## src/rtl/vram_arbiter.sv

```systemverilog
// rtl/vram_arbiter.sv - VRAM / palette access arbiter between render fetch and CPU
// One access per cycle: combinational grant, registered issue stage, registered response valid.
module vram_arbiter #(
  parameter int MAX_WAIT = 8
) (
  input  logic        clk,
  input  logic        reset,
  input  logic        rendering,
  input  logic        r_req,
  input  logic [15:0] r_addr,
  output logic        r_gnt,
  output logic [7:0]  r_rdata,
  output logic        r_rvalid,
  input  logic        c_req,
  input  logic        c_we,
  input  logic [15:0] c_addr,
  input  logic [7:0]  c_wdata,
  output logic        c_gnt,
  output logic [7:0]  c_rdata,
  output logic        c_rvalid,
  output logic [15:0] vram_addr,
  output logic        vram_we,
  output logic [7:0]  vram_wdata,
  input  logic [7:0]  vram_rdata,
  output logic [4:0]  pal_addr,
  output logic        pal_we,
  output logic [7:0]  pal_wdata,
  input  logic [7:0]  pal_rdata
);

  localparam logic [7:0] LP_MAX_WAIT = 8'(MAX_WAIT);

  logic [7:0]  r_wait_cnt;
  logic        r_iss_valid;
  logic        r_iss_cpu;
  logic        r_iss_pal;
  logic        r_rsp_pal;

  logic        w_c_win;
  logic        w_r_win;
  logic        w_any;
  logic [13:0] w_eff;
  logic        w_pal_hit;
  logic        w_we;
  logic [7:0]  w_wdata;
  logic [4:0]  w_pal_idx;
  logic [7:0]  w_rdata;
  logic        w_unused;

  // CPU wins outright when rendering is off, when render is idle, or once it has starved long enough
  always_comb begin
    w_c_win = 1'b0;
    if (!reset && c_req) begin
      if (!rendering || !r_req || (r_wait_cnt >= LP_MAX_WAIT)) begin
        w_c_win = 1'b1;
      end
    end
  end

  assign w_r_win   = !reset && r_req && !w_c_win;
  assign w_any     = w_c_win || w_r_win;
  assign w_eff     = w_c_win ? c_addr[13:0] : r_addr[13:0];
  assign w_pal_hit = (w_eff[13:8] == 6'h3F);
  assign w_we      = w_c_win && c_we;
  assign w_wdata   = w_c_win ? c_wdata : 8'h00;

  assign r_gnt = w_r_win;
  assign c_gnt = w_c_win;

  // Sprite-palette entry 0 of each group aliases the matching background entry
  always_comb begin
    w_pal_idx = w_eff[4:0];
    if (w_pal_idx[4] && (w_pal_idx[1:0] == 2'b00)) begin
      w_pal_idx[4] = 1'b0;
    end
  end

  assign w_unused = &{1'b0, c_addr[15:14], r_addr[15:14]};

  always_ff @(posedge clk or posedge reset) begin
    if (reset) begin
      r_wait_cnt  <= 8'h00;
      r_iss_valid <= 1'b0;
      r_iss_cpu   <= 1'b0;
      r_iss_pal   <= 1'b0;
      r_rsp_pal   <= 1'b0;
      vram_addr   <= 16'h0000;
      vram_we     <= 1'b0;
      vram_wdata  <= 8'h00;
      pal_addr    <= 5'h00;
      pal_we      <= 1'b0;
      pal_wdata   <= 8'h00;
      r_rvalid    <= 1'b0;
      c_rvalid    <= 1'b0;
    end else begin
      if (c_req && !w_c_win) begin
        r_wait_cnt <= (r_wait_cnt >= LP_MAX_WAIT) ? LP_MAX_WAIT : r_wait_cnt + 8'd1;
      end else begin
        r_wait_cnt <= 8'h00;
      end

      vram_we <= 1'b0;
      pal_we  <= 1'b0;
      if (w_any) begin
        if (w_pal_hit) begin
          pal_addr  <= w_pal_idx;
          pal_we    <= w_we;
          pal_wdata <= w_wdata;
        end else begin
          vram_addr  <= {2'b00, w_eff};
          vram_we    <= w_we;
          vram_wdata <= w_wdata;
        end
      end

      r_iss_valid <= w_any && !w_we;
      r_iss_cpu   <= w_c_win;
      r_iss_pal   <= w_pal_hit;

      r_rvalid  <= r_iss_valid && !r_iss_cpu;
      c_rvalid  <= r_iss_valid && r_iss_cpu;
      r_rsp_pal <= r_iss_pal;
    end
  end

  // Memories present data one cycle after the issue stage; steer it with the registered hit bit
  assign w_rdata = r_rsp_pal ? pal_rdata : vram_rdata;
  assign r_rdata = r_rvalid ? w_rdata : 8'h00;
  assign c_rdata = c_rvalid ? w_rdata : 8'h00;

endmodule

```

## config.mk

```make
export PLATFORM = sky130hd
export DESIGN_NAME = vram_arbiter
export DESIGN_NICKNAME = d
export VERILOG_FILES = /design/src/rtl/vram_arbiter.sv
export SDC_FILE = /design/constraint.sdc
export NUM_CORES = 1
export LEC_CHECK = 0
export BUFFER_PORTS_ARGS = -buffer_cell sky130_fd_sc_hd__buf_2
export CAP_MARGIN = 20
export CORE_MARGIN = 2
export CORE_UTILIZATION = 31
export CTS_CLUSTER_DIAMETER = 40
export DETAILED_ROUTE_END_ITERATION = 10
export SLEW_MARGIN = 20
export SYNTH_ARGS = -nofsm -noshare
export SYNTH_HDL_FRONTEND = slang
export SYNTH_SLANG_ARGS = --single-unit
```

## constraint.sdc

```tcl
create_clock -name clk -period 2.4 [get_ports clk]
set_input_delay 0.12 -clock clk [delete_from_list [all_inputs] [get_ports clk]]
set_output_delay 0.12 -clock clk [all_outputs]
set_load 0.01 [all_outputs]
```

==> impl_metrics.env <==
export IMPL_status="finished clean"
export IMPL_syn_avg_cell_area_sq_um=12.2
export IMPL_crit_type="in -> reg"
export IMPL_syn_area_sq_mm=0.00239
export IMPL_ys_types=31
export IMPL_rr_startpoint="r_wait_cnt[5]"
export IMPL_end_kind="flip-flop"
export IMPL_highest_layer="met4"
export IMPL_synth_seq_cells=51
export IMPL_m1WireLength_um=2470
export IMPL_fmax_ghz=0.501
export IMPL_post_place_cells=408
export IMPL_core_area_sq_mm=0.00737
export IMPL_tns_ns=0
export IMPL_dr_pass1_iters=4
export IMPL_final_util_pct=43.0
export IMPL_remaining_drc_errors=0
export IMPL_ant_nets=0
export IMPL_fill_cells=730
export IMPL_yosys_warnings=0
export IMPL_antenna_cells=0
export IMPL_grt_pass1_vias=1925
export IMPL_drv_slew=0
export IMPL_p_leak_nw=1.59
export IMPL_gp_congestion=0.703
export IMPL_cp_max_fo=22
export IMPL_fp_row_count=31
export IMPL_antenna_found_initial=0
export IMPL_grtUsageTotal_pct=13.9
export IMPL_critPathTopFamily="buffers and inverters"
export IMPL_die_w_um=91.8
export IMPL_dr_wl_met3_um=596
export IMPL_grt_max_degree=52
export IMPL_p_sw_share_pct=28.4
export IMPL_wl_met2_um=2500
export IMPL_min_path_type="in -> reg"
export IMPL_rsz0062_at_grt="false"
export IMPL_cp_start_kind="input port"
export IMPL_dp_hpwl_um=4090
export IMPL_cts_made_buffers=5
export IMPL_worstPathCellList="dlygate4sd3_1 > buf_2 > nand2b_1 > a31oi_4 > mux2i_2 > buf_4 > mux2_2"
export IMPL_r2r_end="vram_addr[6]"
export IMPL_vias=1922
export IMPL_clock_power_share_pct=25.6
export IMPL_cap_viol_max_count=0
export IMPL_fin_skew_ns=0.00650
export IMPL_clk_latency_ns=0.30
export IMPL_path_clk_slew_ns=0.10
export IMPL_hold_viol=0
export IMPL_slowest_delay_ns=0.53
export IMPL_area_growth_synth_to_final_pct=32.8
export IMPL_h_tree_depth=2
export IMPL_ff2ff_setup_slack_ns=0.54
export IMPL_cp_num_buf_inv=3
export IMPL_ios=121
export IMPL_routedWlPerCell_um=13.5
export IMPL_clock_sinks=51
export IMPL_cts_tree="yes"
export IMPL_die_area_sq_mm=0.00842
export IMPL_ctsRootBufferMaster="clkbuf_8"
export IMPL_cts_max_path_buffers=2
export IMPL_post_cts_setup_buffers=0
export IMPL_drtIter0Drc=59
export IMPL_p_int_mw=1.37
export IMPL_start_util_pct=32.4
export IMPL_setup_viol=0
export IMPL_ys_seq_area_share_pct=53.5
export IMPL_reg2reg_depth=5
export IMPL_portBuffers=114
export IMPL_slowest_stage="dlygate4sd3_1"
export IMPL_fin_crit_sh_pct=83.2
export IMPL_ir_drop_mv=0.279
export IMPL_postCtsResizedCells=0
export IMPL_timing_hold_ws_ns=0.0226
export IMPL_fin_cells=417
export IMPL_power_density_mw_per_mm2=605
export IMPL_p_switching_mw=0.545
export IMPL_drive_above_1_share_pct=50.6
export IMPL_startpoint="reset"
export IMPL_crit_required_ns=2.60
export IMPL_viasPerCell=4.61
export IMPL_die_h_um=91.8
export IMPL_drt_wl_total_um=5630
export IMPL_grt_pass1_wl_um=9320
export IMPL_nets=381
export IMPL_seqPwrFrac_pct=52.4
export IMPL_gr_total_overflow=0
export IMPL_p_comb_share_pct=22.0
export IMPL_finalCriticalPeriod_ns=2.00
export IMPL_worst_path_stages=7
export IMPL_critical_path_arrival_ns=2.19
export IMPL_crit_end="vram_addr[6]"
export IMPL_synthCells=196
[how the worst min path moves through the flow]
stage,slack [ns],cells after the start,start,endpoint
3_3_place_gp,0.23,3,reset,r_wait_cnt[2]
4_1_cts,0.02,2,c_we,r_iss_valid
6_report,0.02,2,c_we,r_iss_valid
2_1_floorplan,0.21,1,c_we,r_iss_valid
3_5_place_dp,0.24,3,reset,r_wait_cnt[2]
5_1_grt,0.01,2,c_we,r_iss_valid
[Yosys cell counts, drive strengths merged]
cell type / count / area (sq um)
nand3: 2 / 10.0
a31oi: 1 / 21.3
mux2i: 13 / 130
inv: 12 / 45.0
conb: 1 / 3.75
clkbuf: 1 / 3.75
buf: 10 / 76.3
nand2: 12 / 45.0
a2bb2oi: 2 / 17.5
nor2: 8 / 30.0
xnor2: 1 / 8.76
o2111ai: 1 / 8.76
nand2b: 1 / 6.26
a21oi: 1 / 5.00
nor3b: 1 / 7.51
o21bai: 1 / 7.51
nor3: 3 / 26.3
ha: 2 / 25.0
a32o: 8 / 80.1
mux2: 30 / 342
dfrtp: 51 / 1280
nor2b: 17 / 106
o22ai: 8 / 50.1
nand4: 2 / 12.5
o21ai: 4 / 20.0
and2: 2 / 12.5
o21ba: 1 / 10.0
[cell type report]
class	count	area [sq um]	area share, %
sequential	51	1280	40.3
clock inverter	2	12.5	0.395
clock buffer	6	72.6	2.29
inverter	12	45.0	1.42
multi-input combinational	127	1010	31.8
timing repair buffer	120	631	19.9
tap	99	124	3.91
[routing by layer]
layer | global-route usage, % | vias up
met4 | 3.36 | 0
met2 | 22.7 | 97
met5 | 0 | -
li1 | - | 918
met3 | 5.34 | 5
met1 | 17.3 | 902
[sequential cells by signal, indices dropped and copies added (netlist names)]
name / flops
vram_addr: 14
pal_wdata: 8
r_wait_cnt: 8
vram_wdata: 8
pal_addr: 5
c_rvalid: 1
pal_we: 1
r_iss_cpu: 1
r_iss_pal: 1
r_iss_valid: 1
r_rsp_pal: 1
r_rvalid: 1
vram_we: 1
[power groups by stage]
| stage | Combinational (mW) | Sequential [mW] | Clock (mW) |
|---|---|---|---|
| finish | 0.421 | 1.00 | 0.492 |
| global route | 0.465 | 1.02 | 0.552 |
| CTS | 0.427 | 1.01 | 0.510 |
| detailed placement | 0.425 | 1.02 | 0 |
| global placement | 0.420 | 1.02 | 0 |
| floorplan | 0.190 | 1.06 | 0 |
[stage by stage]
| step | instance area [sq um] | power [mW] | setup WS [ns] |
|---|---|---|---|
| CTS | 3170 | 1.94 | 0.416 |
| global placement | 3070 | 1.44 | 0.567 |
| finish | 3170 | 1.92 | 0.403 |
| floorplan | 2410 | 1.25 | 0.660 |
| global route | 3170 | 2.04 | 0.331 |
| detailed placement | 3070 | 1.45 | 0.544 |
[logic make-up after synthesis]
| kind of cell | after synthesis | share of synthesized area, % |
|---|---|---|
| compound gates | 27 | 9.22 |
| xor+xnor | 1 | 0.367 |
| fa+ha+maj | 2 | 1.05 |
| buf+inv | 23 | 5.24 |
| flops | 51 | 53.5 |
| mux | 43 | 19.8 |
| other cells | 1 | 0.157 |
| simple gates | 48 | 10.7 |
[placed cells by master (no fill, tap or decap), types with 4 or more instances in the layout]
cell	count
conb_1	6
buf_4	4
nor2_1	8
mux2_2	29
dfrtp_1	51
mux2i_1	12
a32o_1	8
o21ai_0	4
clkbuf_8	5
buf_2	114
inv_1	11
nand2_1	12
nor2b_1	17
o22ai_1	8
[timing repair]
| item | CTS | global route |
|---|---|---|
| hold buffers | 1 | 0 |
| endpoints found under the setup margin | 0 | 0 |
| endpoints found under the hold margin | 51 | 0 |
Power figures use the tool's default switching activity.
